==> src/rtl/asteroid_wave_ctrl.sv <==
// asteroid_wave_ctrl: game-state controller for a single falling asteroid.
// This block spawns the asteroid at a pseudo-random column and moves it down once per frame.
// It resolves fire (destroy) and planet-impact outcomes and keeps score and lives.
// All coordinates are raw counter space (visible H 144..783, V 36..515).
//
// Ports:
//   clk_i          system clock (50 MHz domain)
//   rst_ni         asynchronous active-low reset
//   frame_tick_i   one-clk pulse per frame, at VCounter wrap
//   fire_sw_i      raw fire switch, asynchronous to clk_i
//   ast_h_o        asteroid left column
//   ast_v_o        asteroid top row
//   ast_active_o   asteroid visible and falling
//   exploding_o    high while the destroy animation runs
//   planet_hit_o   one-clk pulse on planet impact
//   score_o        destroyed count, saturates at 255
//   lives_o        remaining lives
//   game_over_o    high once lives are exhausted, until a restart fire
module asteroid_wave_ctrl #(
  parameter int unsigned Size          = 32,
  parameter int unsigned Speed         = 2,
  parameter int unsigned SpawnV        = 36,
  parameter int unsigned DefenseV      = 380,
  parameter int unsigned PlanetV       = 460,
  parameter int unsigned ExplodeFrames = 30,
  parameter int unsigned StartLives    = 3
) (
  input  logic       clk_i,
  input  logic       rst_ni,
  input  logic       frame_tick_i,
  input  logic       fire_sw_i,
  output logic [9:0] ast_h_o,
  output logic [9:0] ast_v_o,
  output logic       ast_active_o,
  output logic       exploding_o,
  output logic       planet_hit_o,
  output logic [7:0] score_o,
  output logic [1:0] lives_o,
  output logic       game_over_o
);

  localparam int unsigned CntW     = (ExplodeFrames > 1) ? $clog2(ExplodeFrames) : 1;
  localparam logic [9:0]  HReset   = 10'd144;
  localparam logic [9:0]  HBase    = 10'd176;
  localparam logic [9:0]  LfsrSeed = 10'h2A5;

  typedef enum logic [2:0] {
    StIdle,
    StSpawn,
    StFall,
    StExplode,
    StOver
  } state_e;

  // ---------------------------------------------------------------------------
  // Fire input: two-flop synchronizer plus rising-edge detect. The edge pulse is
  // combinational off the flops, so the FSM acts on the 3rd clk after the switch.
  // ---------------------------------------------------------------------------
  logic [1:0] fire_sync_q;
  logic       fire_prev_q;
  logic       fire_rise;

  always_ff @(posedge clk_i or negedge rst_ni) begin
    if (!rst_ni) begin
      fire_sync_q <= 2'b00;
      fire_prev_q <= 1'b0;
    end else begin
      fire_sync_q <= {fire_sync_q[0], fire_sw_i};
      fire_prev_q <= fire_sync_q[1];
    end
  end

  assign fire_rise = fire_sync_q[1] & ~fire_prev_q;

  // ---------------------------------------------------------------------------
  // 10-bit Fibonacci LFSR, taps 10 and 7 (primitive), free-running every clk.
  // A non-zero seed keeps it out of the all-zero lock-up state.
  // ---------------------------------------------------------------------------
  logic [9:0] lfsr_q;
  logic [9:0] lfsr_d;

  always_comb begin
    lfsr_d = {lfsr_q[8:0], lfsr_q[9] ^ lfsr_q[6]};
  end

  always_ff @(posedge clk_i or negedge rst_ni) begin
    if (!rst_ni) begin
      lfsr_q <= LfsrSeed;
    end else begin
      lfsr_q <= lfsr_d;
    end
  end

  // 176 + 0..511 keeps the whole asteroid inside the visible columns.
  logic [9:0] spawn_h;
  assign spawn_h = HBase + {1'b0, lfsr_q[8:0]};

  // ---------------------------------------------------------------------------
  // Descent arithmetic. Zone tests use the row after this clk's frame step, in
  // 11 bits so the bottom edge can never wrap.
  // ---------------------------------------------------------------------------
  logic [9:0]  ast_v_q;
  logic [9:0]  v_next;
  logic [10:0] bottom;
  logic        in_defense;
  logic        at_planet;

  always_comb begin
    v_next     = frame_tick_i ? (ast_v_q + 10'(Speed)) : ast_v_q;
    bottom     = {1'b0, v_next} + 11'(Size);
    in_defense = (bottom >= 11'(DefenseV));
    at_planet  = (bottom >= 11'(PlanetV));
  end

  // ---------------------------------------------------------------------------
  // Game FSM with registered outputs.
  // ---------------------------------------------------------------------------
  state_e          state_q;
  logic [9:0]      ast_h_q;
  logic            active_q;
  logic            exploding_q;
  logic            hit_q;
  logic [7:0]      score_q;
  logic [1:0]      lives_q;
  logic            over_q;
  logic [CntW-1:0] cnt_q;

  always_ff @(posedge clk_i or negedge rst_ni) begin
    if (!rst_ni) begin
      state_q     <= StIdle;
      ast_h_q     <= HReset;
      ast_v_q     <= 10'(SpawnV);
      active_q    <= 1'b0;
      exploding_q <= 1'b0;
      hit_q       <= 1'b0;
      score_q     <= 8'd0;
      lives_q     <= 2'(StartLives);
      over_q      <= 1'b0;
      cnt_q       <= '0;
    end else begin
      hit_q <= 1'b0;
      unique case (state_q)
        StIdle: begin
          state_q <= StSpawn;
        end

        StSpawn: begin
          ast_h_q  <= spawn_h;
          ast_v_q  <= 10'(SpawnV);
          active_q <= 1'b1;
          state_q  <= StFall;
        end

        StFall: begin
          ast_v_q <= v_next;
          // A valid fire takes priority over an impact on the same tick.
          if (fire_rise && in_defense) begin
            active_q    <= 1'b0;
            exploding_q <= 1'b1;
            cnt_q       <= '0;
            if (score_q != 8'hFF) begin
              score_q <= score_q + 8'd1;
            end
            state_q <= StExplode;
          end else if (frame_tick_i && at_planet) begin
            active_q <= 1'b0;
            hit_q    <= 1'b1;
            lives_q  <= lives_q - 2'd1;
            if (lives_q == 2'd1) begin
              over_q  <= 1'b1;
              state_q <= StOver;
            end else begin
              state_q <= StSpawn;
            end
          end
        end

        StExplode: begin
          // Position holds so the animation draws at the kill point.
          if (frame_tick_i) begin
            if (cnt_q == CntW'(ExplodeFrames - 1)) begin
              exploding_q <= 1'b0;
              state_q     <= StSpawn;
            end else begin
              cnt_q <= cnt_q + CntW'(1);
            end
          end
        end

        StOver: begin
          if (fire_rise) begin
            lives_q <= 2'(StartLives);
            score_q <= 8'd0;
            over_q  <= 1'b0;
            state_q <= StSpawn;
          end
        end

        default: begin
          state_q <= StIdle;
        end
      endcase
    end
  end

  assign ast_h_o      = ast_h_q;
  assign ast_v_o      = ast_v_q;
  assign ast_active_o = active_q;
  assign exploding_o  = exploding_q;
  assign planet_hit_o = hit_q;
  assign score_o      = score_q;
  assign lives_o      = lives_q;
  assign game_over_o  = over_q;

endmodule
==> config.mk <==
export PLATFORM = sky130hd
export DESIGN_NAME = asteroid_wave_ctrl
export DESIGN_NICKNAME = d
export VERILOG_FILES = /design/src/rtl/asteroid_wave_ctrl.sv
export SDC_FILE = /design/constraint.sdc
export NUM_CORES = 1
export LEC_CHECK = 0
export ABC_AREA = 1
export CORE_MARGIN = 5
export CORE_UTILIZATION = 59
export CTS_CLUSTER_SIZE = 20
export DETAILED_ROUTE_END_ITERATION = 10
export PLACE_DENSITY_LB_ADDON = 0.1
export SYNTH_ARGS = -nofsm -noshare
export SYNTH_HDL_FRONTEND = slang
export SYNTH_SLANG_ARGS = --single-unit
==> constraint.sdc <==
create_clock -name clk_i -period 7.55 [get_ports clk_i]
set_input_delay 2.265 -clock clk_i [delete_from_list [all_inputs] [get_ports clk_i]]
set_output_delay 2.265 -clock clk_i [all_outputs]
set_load 0.03 [all_outputs]
==> results of run 1 <==
sequential cells by signal, summed over array words and instances (netlist names):
signal / count
planet_hit_o: 1
score_o: 8
lfsr_q: 10
state_q: 3
game_over_o: 1
cnt_q: 5
fire_prev_q: 1
ast_h_o: 10
ast_active_o: 1
fire_sync_q: 2
exploding_o: 1
ast_v_o: 9
lives_o: 2
logic make-up (layout without fill, tap and decap cells):
family	count (synthesis)	count (layout)	share of synthesized area, %
adders and majority gates	9	9	3.86
other	1	1	0.129
xor gates and xnor gates	8	8	2.40
buffers and inverters	54	94	7.64
and+or+nand+nor	186	186	30.7
DFF	54	54	46.8
AOI/OAI and AO/OA	39	39	8.46
synth_stat cells (all sizes together):
library cell	instances
nand3	26
nand4	4
o22ai	6
conb	1
a31oi	1
buf	2
clkbuf	3
inv	49
a21oi	4
o21ai	23
nor3	4
nand3b	4
nor2	27
a22oi	2
dfrtp	43
xor2	8
o21a	2
dfstp	11
ha	9
o21bai	1
or2	9
nand2	112
metal layers:
layer	vias up	share of wire, %
met3	5	3.1
met4	0	0.62
li1	1183	-
met2	35	48
met5	-	0
met1	1090	48
final timing paths:
| kind | to | startpoint | cells after the start |
|---|---|---|---|
| setup / recovery | score_o[1] | frame_tick_i | 18 |
| hold / removal | fire_sync_q[1] | fire_sync_q[0] | 0 |
| setup reg to reg | score_o[1] | ast_v_o[2] | 20 |
| hold reg to reg | fire_sync_q[1] | fire_sync_q[0] | 0 |
| max in group asynchronous | fire_prev_q | rst_ni | 2 |
| min in group asynchronous | ast_h_o[5] | rst_ni | 2 |
critical path, cell delays in order:
cell,delay [ps]
clkdlybuf4s50_1,610
nand2_2,120
nor2_4,180
nand2_1,90
nand2_1,60
nand2_1,90
ha_1,270
nand3b_1,190
nor2_1,140
nand3_1,90
nand2_1,70
nand2_2,60
nand2_4,70
nand2_4,50
nand2_4,90
nand2_4,140
nand2_1,120
o21ai_2,60
cell type report:
class	count	share of cell area, %
sequential	54	39.7
multi-input combinational	243	38.6
timing repair buffer	37	10.6
inverter	49	5.35
clock buffer	7	2.51
tap	67	2.44
clock inverter	1	0.873
power by group through the flow:
stage / logic, mW / registers (mW) / clock network, mW
finish: 0.331 / 0.362 / 0.197
CTS: 0.335 / 0.361 / 0.204
floorplan: 0.204 / 0.404 / 0
global route: 0.373 / 0.369 / 0.220
detailed placement: 0.333 / 0.367 / 0
global placement: 0.325 / 0.365 / 0
placed cells by master, fill, tap and decap left out, types with 6 or more instances in the layout:
cell / Yosys / layout
clkbuf_8: 0 / 6
ha_1: 9 / 9
dfstp_2: 11 / 11
clkdlybuf4s50_1: 0 / 35
nand2_2: 15 / 15
or2_2: 9 / 9
nand2_1: 93 / 93
dfrtp_1: 43 / 43
o22ai_1: 6 / 6
nand3_1: 23 / 23
o21ai_0: 14 / 14
o21ai_2: 8 / 8
nor2_1: 24 / 24
inv_1: 47 / 47
xor2_1: 8 / 8
==> results by group, run 1 <==
Power and ir drop
  – Cell area power density: 259 nW/um^2
  – Comb power frac: between 30 and 40%
  – Net Sw Frac: 38.9%
  – Sw Pwr: 0.346 mW
  – Final total power: 0.890 mW
  – Clock share of power: 22.2%
  – Flop pwr share: between 40% and 50%
  – Leakage: 1.67 nW
  – Worst vdd ir: about 160 uV
  – Cell-internal power: 0.544 mW

Die
  – Io pins: 38
  – Core area: roughly 4800 sq um
  – Initial core utilization: between 60% and 70%
  – Std-Cell Rows: 25
  – Die Ht: 80.3 microns
  – DIE AREA: 6440 sq um
  – Chip width: 80.3 microns

Drt
  – Routed Wire Length: between 5000 and 6000 microns
  – DRT Pass-1 Iters: 4
  – Starting DRT DRC Count: 145
  – DR vias: approximately 2,300
  – DR DRC count: 0
  – Vias/cell: 5.05
  – Routed WL per cell: 12.4 microns
  – Post-route ant nets: 0

Finish
  – FF+latch area: roughly 1400 sq um
  – Layout Nets: 403
  – # diodes: 0
  – Layout cells sized above 1: between 10% and 20%
  – Final instance area: 3440 sq um
  – Fill cells: about 410
  – Layout Cells excl Fill: 458
  – P&R area growth vs syn: 18.0%
  – Layout Utilization: between 70 and 80%
  – Area of the multi-input gates: roughly 1300 sq um

Global routing
  – Antenna violations before repair: 0
  – Vias in the first global route: 2,305
  – Gr usage total: 20.5%
  – Met2 GRT Util: 34.3%
  – Most used routing layer: met2
  – First-pass GRT wire length: 10,500 microns
  – Largest net degree at the start of global routing: 55
  – Met3 GRT Util: 4.48%
  – Gr ovfl total: 0
  – GR Layer Usage met1: 27.5%

Logic synthesis
  – Synth Net Count: 364
  – Mapped Area: 2910 sq um
  – Gate Count Post-Synth: 351
  – Unique masters post-synth: 32
  – Sequential area share after synthesis: 46.8%
  – Syn_area_per_cell: 8.30 sq um
  – Yosys reg bits: 54
  – Yosys Warn Count: 0
  – Yosys top cell area share: 36.9%
  – Leading area contributor after synthesis: dfrtp_1
  – Top cells by area, synth: dfrtp_1, nand2_1, dfstp_2

STA
  – Setup TNS: 0 ps
  – Setup slack after layout: 2950 ps
  – Worst Tran Pin Value: between 600 and 700 ps
  – Max Transition Viols Final: 0
  – Skew final: 7.10 ps
  – Final setup viols: 0
  – Final hold viol count: 0
  – Final period util: between 60 and 70%
  – Unrepaired setup endpoints after global routing: no
  – Worst slew margin: a little over half
  – Maximum clock frequency: 217 MHz
  – Minimum clock period: 4600 ps
  – Worst Hold Slack: 362 ps

Worst hold path
  – Hold Crit Class: reg2reg

Critical path
  – Register-to-register setup slack: between 4000 and 5000 ps
  – Worst setup SP type: input pin
  – Worst Path Required: a little under 8000 ps
  – Endpoint class of the critical path: register
  – Arr. time, crit path: 4780 ps
  – Kind of critical path: in2reg
  – Critical path peak fanout: 16

Place
  – Gpl congestion: about 0.88
  – Pre-CTS WS: 2680 ps
  – Placed cell area: 3320 sq um
  – Cells after DPL: 450
  – Port Buffers: 36
  – Hpwl dp: 4210 microns

Clock tree
  – Clock sinks: 54
  – Worst skew pair latency: around 300 ps
  – Post-CTS Resized: 0
  – Clk pin slew, worst setup/hold paths: 90 ps
  – CTS max path bufs: 2
  – CTS Hold Bufs: 0
  – Root buffer cell: clkbuf_8
  – Total CTS buffers: 5
  – CTS tree: yes
  – Post-CTS setup buffers: 0
  – H-tree levels: 2

Job
  – Max_cap viols: 0

Status
  – Outcome: finished, final reports clean
Note: power is estimated with default switching activity, not from simulation.
==> inputs of run 2 (changes only) <==
--- a/config.mk
+++ b/config.mk
@@ -7,7 +7,7 @@
 export LEC_CHECK = 0
 export ABC_AREA = 1
 export CORE_MARGIN = 5
-export CORE_UTILIZATION = 59
+export CORE_UTILIZATION = 55
 export CTS_CLUSTER_SIZE = 20
 export DETAILED_ROUTE_END_ITERATION = 10
 export PLACE_DENSITY_LB_ADDON = 0.1
==> constraint.sdc (replaced) <==
create_clock -name clk_i -period 4.45 [get_ports clk_i]
set_input_delay 1.335 -clock clk_i [delete_from_list [all_inputs] [get_ports clk_i]]
set_output_delay 1.335 -clock clk_i [all_outputs]
set_load 0.03 [all_outputs]
==> run 2 against run 1 <==
Net effect:
- clock power is 74% higher
- non-clock buffer count stayed put
- largest cell class unchanged
- first-iteration DRC count is 19% lower
- worst hold slack better by 1.5 ps
- critical path depth stayed put
- routed wire length is 1.2% lower
- clock skew hardly changed
- highest routed layer unchanged
- register-to-register slack worse by 3100 ps
- sequential power is 70% higher
- combinational power is 69% higher
- core utilization is 5.3 points lower
- clock-buffer cell count is 2 lower
==> results by group, run 2 (synthesis results as in run 1) <==
Place
  – Port Buffers: 36
  – Hpwl dp: 4150 microns
  – Pre-CTS WS: 549 ps
  – Gpl congestion: about 0.85

Critical path
  – Critical path peak fanout: 16
  – CP most frequent cell: nand2_1
  – Worst setup SP type: input pin
  – Peak per-stage delay on the critical path: 570 ps
  – Arr. time, crit path: around 3800 ps
  – Endpoint class of the critical path: register
  – Slowest stage cell, crit path: clkdlybuf4s50_1
  – Kind of critical path: in2reg
  – Worst Path Required: 4660 ps
  – CP cell instances: clkdlybuf4s50_1, nand2_2, nor2_4, nand2_1, nand2_1, nand2_1, ha_1, nand3b_1, nor2_1, nand3_1, nand2_1, nand2_2, nand2_4, nand2_4, nand2_4, nand2_4, nand2_1, o21ai_2

Clock tree
  – Post-CTS Resized: 0
  – Total CTS buffers: 5
  – CTS Hold Bufs: 0
  – Root buffer cell: clkbuf_8
  – CTS max path bufs: 2
  – H-tree levels: 2
  – Post-CTS setup buffers: 0
  – Clock sinks: between 50 and 60
  – CTS tree: yes
  – Worst skew pair latency: 310 ps
  – Clk pin slew, worst setup/hold paths: about 100 ps

STA
  – Skew final: ~7.3 ps
  – Setup TNS: 0 ps
  – Max Transition Viols Final: 0
  – Worst Tran Pin Value: 768 ps
  – Setup slack after layout: 864 ps
  – Unrepaired setup endpoints after global routing: no
  – Maximum clock frequency: 279 MHz
  – Final period util: 80.6%
  – Final setup viols: 0
  – Worst slew margin: 48.8%
  – Final hold viol count: 0
  – Minimum clock period: 3590 ps

Power and ir drop
  – Worst vdd ir: 260 uV
  – Cell area power density: 441 nW/um^2
  – Leakage: ~1.7 nW

Drt
  – Post-route ant nets: 0
  – Routed Wire Length: between 5000 and 6000 microns
  – DRT Pass-1 Iters: 4
  – DR DRC count: 0
  – Vias/cell: 4.93
  – DR vias: 2,273
  – Starting DRT DRC Count: 117
  – Routed WL per cell: 12.2 microns

Global routing
  – Vias in the first global route: ~2,100
  – Largest net degree at the start of global routing: 36
  – Gr usage total: 17.9%
  – Met2 GRT Util: 28.7%
  – Antenna violations before repair: 0
  – Gr ovfl total: 0
  – First-pass GRT wire length: approximately 9500 microns
  – Most used routing layer: met2
  – GR Layer Usage met1: 24.8%
  – Met3 GRT Util: 3.13%

Die
  – Std-Cell Rows: 26
  – Io pins: 38
  – DIE AREA: between 6000 and 7000 sq um
  – Core area: roughly 5100 sq um
  – Die Ht: 82.8 microns
  – Chip width: 82.8 microns
  – Initial core utilization: 56.7%

Finish
  – Commonest cells after routing, fill and taps aside: nand2_1, inv_1, dfrtp_1
  – Layout Nets: 403
  – Layout cells sized above 1: 17.1%
  – Layout Utilization: 67.0%
  – Commonest non-fill, non-tap cell in the layout: nand2_1
  – Fill cells: around 460
  – # diodes: 0
  – P&R area growth vs syn: 18.1%

Job
  – Max_cap viols: 0

Worst hold path
  – Hold Crit Class: reg2reg

Status
  – Outcome: finished, final reports clean
[run 2: changes by cell type in the layout (fill, tap and decap cells not counted)]
cell	before	now
clkbuf_1	1	0
inv_6	0	2
clkbuf_8	6	5
[run 2: metal layers]
layer	vias to the layer above	wire length (microns)
met2	45	2570
met1	1033	2760
met4	0	62
met5	-	0
met3	7	219
li1	1188	-
[run 2: path summary, 6_finish.rpt]
path	from	end	slack, ps	cells past startpoint
worst min-delay path	fire_sync_q[0]	fire_sync_q[1]	360	0
max in group asynchronous	rst_ni	lfsr_q[2]	2550	2
worst min register to register	fire_sync_q[0]	fire_sync_q[1]	360	0
worst max register to register	ast_v_o[2]	score_o[4]	1810	20
worst max-delay path	frame_tick_i	score_o[4]	860	18
min in group asynchronous	rst_ni	lfsr_q[8]	1090	1
[run 2: critical path, delay by kind of cell]
kind                       cells  cell delay [ps]
and+or+nand+nor               15             1550
buffers and inverters          1              570
adders and majority gates      1              280
AOI/OAI and AO/OA              1               50
[run 2: cell type report]
type                            instances  area [sq um]  share of cell area [%]
Sequential cell                        54          1370                    39.7
Multi-Input combinational cell        243          1330                    38.5
Timing Repair Buffer                   37           363                    10.5
Inverter                               49           184                    5.34
Tap cell                               70          87.6                    2.54
Clock buffer                            5          68.8                    2.00
Clock inverter                          3          47.5                    1.38
[run 2: where the power goes]
group / internal (mW) / switching (mW) / total [mW] / leakage, nW
logic: 0.187 / 0.375 / 0.561 / 0.917
registers: 0.553 / 0.0631 / 0.616 / 0.692
clock network: 0.172 / 0.170 / 0.342 / 0.0591
total: 0.911 / 0.608 / 1.52 / 1.67
[run 2: through the flow]
stage / area (sq um) / cells / hold slack, ps / total power, mW
after global routing: 3440 / 461 / 381 / 1.62
after detailed placement: 3330 / 453 / 345 / 1.19
after floorplan: 2910 / 351 / 331 / 1.03
after global placement: 3330 / 453 / 333 / 1.18
after CTS: 3440 / 461 / 368 / 1.54
final: 3440 / 461 / 364 / 1.52
==> inputs of run 3 (changes only) <==
==> constraint.sdc (replaced) <==
create_clock -name clk_i -period 3.5 [get_ports clk_i]
set_input_delay 1.05 -clock clk_i [delete_from_list [all_inputs] [get_ports clk_i]]
set_output_delay 1.05 -clock clk_i [all_outputs]
set_load 0.03 [all_outputs]
==> run 3 against run 2 <==
Net effect:
- final area grew 1.2%
- worst setup slack lost 480 ps
- total power grew 27%
==> results by group, run 3 (synthesis results as in run 1) <==
Status
  – Outcome: finished, final reports clean

STA
  – Final period util: 89.0%
  – Skew final: 5.95 ps
  – Unrepaired setup endpoints after global routing: no
  – Minimum clock period: 3120 ps
  – Final hold viol count: 0
  – Worst Tran Pin Value: 715 ps
  – Max Transition Viols Final: 0
  – Final setup viols: 0
  – Setup TNS: 0 ps
  – Maximum clock frequency: about 320 MHz
  – Worst slew margin: 52.0%

Drt
  – Routed WL per cell: about 13 microns
  – Starting DRT DRC Count: 122
  – DR vias: 2,331
  – Post-route ant nets: 0
  – Vias/cell: between 5 and 6
  – Routed Wire Length: 5920 microns
  – DRT Pass-1 Iters: 4
  – DR DRC count: 0

Die
  – Std-Cell Rows: 26
  – Initial core utilization: 56.7%
  – DIE AREA: 6850 sq um
  – Io pins: 38
  – Die Ht: 82.8 microns
  – Chip width: 82.8 microns
  – Core area: 5140 sq um

Clock tree
  – CTS Hold Bufs: 0
  – Total CTS buffers: 5
  – Worst skew pair latency: around 300 ps
  – Post-CTS setup buffers: 0
  – H-tree levels: 2
  – Clock sinks: 54
  – CTS tree: yes
  – CTS max path bufs: 2
  – Clk pin slew, worst setup/hold paths: 90 ps
  – Post-CTS Resized: 0
  – Root buffer cell: clkbuf_8

Finish
  – # diodes: 0
  – Layout cells sized above 1: about 18%
  – Layout Nets: between 400 and 500
  – P&R area growth vs syn: 19.6%
  – Commonest cells after routing, fill and taps aside: nand2_1, inv_1, dfrtp_1
  – FF+latch area: 1370 sq um
  – Fill cells: 458
  – Area of the multi-input gates: 1330 sq um
  – Final instance area: 3480 sq um
  – Commonest non-fill, non-tap cell in the layout: nand2_1

Global routing
  – Largest net degree at the start of global routing: 30
  – First-pass GRT wire length: around 10,000 microns
  – Vias in the first global route: 2,313
  – Antenna violations before repair: 0
  – Gr usage total: between 10% and 20%
  – Gr ovfl total: 0

Power and ir drop
  – Worst vdd ir: 495 uV
  – Cell area power density: roughly 560 nW/um^2
  – Leakage: 1.70 nW

Critical path
  – R2R cell count: 18
  – Arr. time, crit path: 3300 ps
  – Critical path destination: cnt_q[4]
  – Endpoint class of the critical path: register
  – Critical path peak fanout: 10
  – Worst Path Required: 3680 ps
  – Worst reg2reg endpoint: cnt_q[4]
  – CP startpoint: frame_tick_i
  – Worst setup SP type: input pin
  – Register-to-register setup slack: 960 ps
  – Kind of critical path: in2reg
  – Reg2reg start: ast_v_o[2]

Worst hold path
  – Hold Crit Class: reg2reg

Place
  – Hpwl dp: 4290 microns
  – Port Buffers: 36
  – Gpl congestion: slightly above 0.9
  – Placed cell area: 3380 sq um

Job
  – Max_cap viols: 0
run 3: critical path: stages:
cell	delay [ps]
clkdlybuf4s50_1	530
nand2_2	100
nor2_4	120
nand2_1	80
nand2_1	60
nand2_1	80
ha_1	270
nand3b_1	180
nor2_1	100
nand3_1	80
nand2_1	70
nand2_2	60
nand2_4	70
nand2_4	50
nand2_4	80
nand2_2	120
nand2_1	100
o21ai_0	90
run 3: worst min-delay path by stage:
stage / cells after the start / slack [ps] / to / start
2_1_floorplan: 0 / 330 / fire_sync_q[1] / fire_sync_q[0]
3_3_place_gp: 0 / 330 / fire_sync_q[1] / fire_sync_q[0]
3_5_place_dp: 0 / 350 / fire_sync_q[1] / fire_sync_q[0]
4_1_cts: 0 / 370 / fire_sync_q[1] / fire_sync_q[0]
5_1_grt: 0 / 380 / fire_sync_q[1] / fire_sync_q[0]
6_report: 0 / 380 / fire_sync_q[1] / fire_sync_q[0]
run 3: cell type report:
class,instances,share of cell area (%)
Sequential cell,54,39.2
Multi-Input combinational cell,243,38.1
Timing Repair Buffer,42,11.8
Inverter,49,5.28
Tap cell,70,2.51
Clock buffer,5,1.97
Clock inverter,3,1.15
run 3: metrics by stage:
step	power, mW	utilization, %	setup WS (ps)	cells	hold slack [ps]
4_1_cts	1.95	67.8	373	466	372
2_1_floorplan	1.31	-	696	351	331
5_1_grt	2.07	67.8	150	466	381
3_3_place_gp	1.51	65.7	106	458	332
3_5_place_dp	1.52	65.7	57.5	458	352
6_report	1.94	67.8	384	466	384
run 3: layer usage:
metal	global-route usage, %	routed length (microns)	up-vias
met5	0	0	-
met4	3.76	27	0
met3	4.64	201	2
met2	32.1	2790	34
met1	26.8	2900	1105
li1	-	-	1190
run 3: report_power, final:
group / switching, mW / internal, mW
Sequential: 0.0800 / 0.703
Combinational: 0.492 / 0.247
Clock: 0.205 / 0.211
Total: 0.776 / 1.16
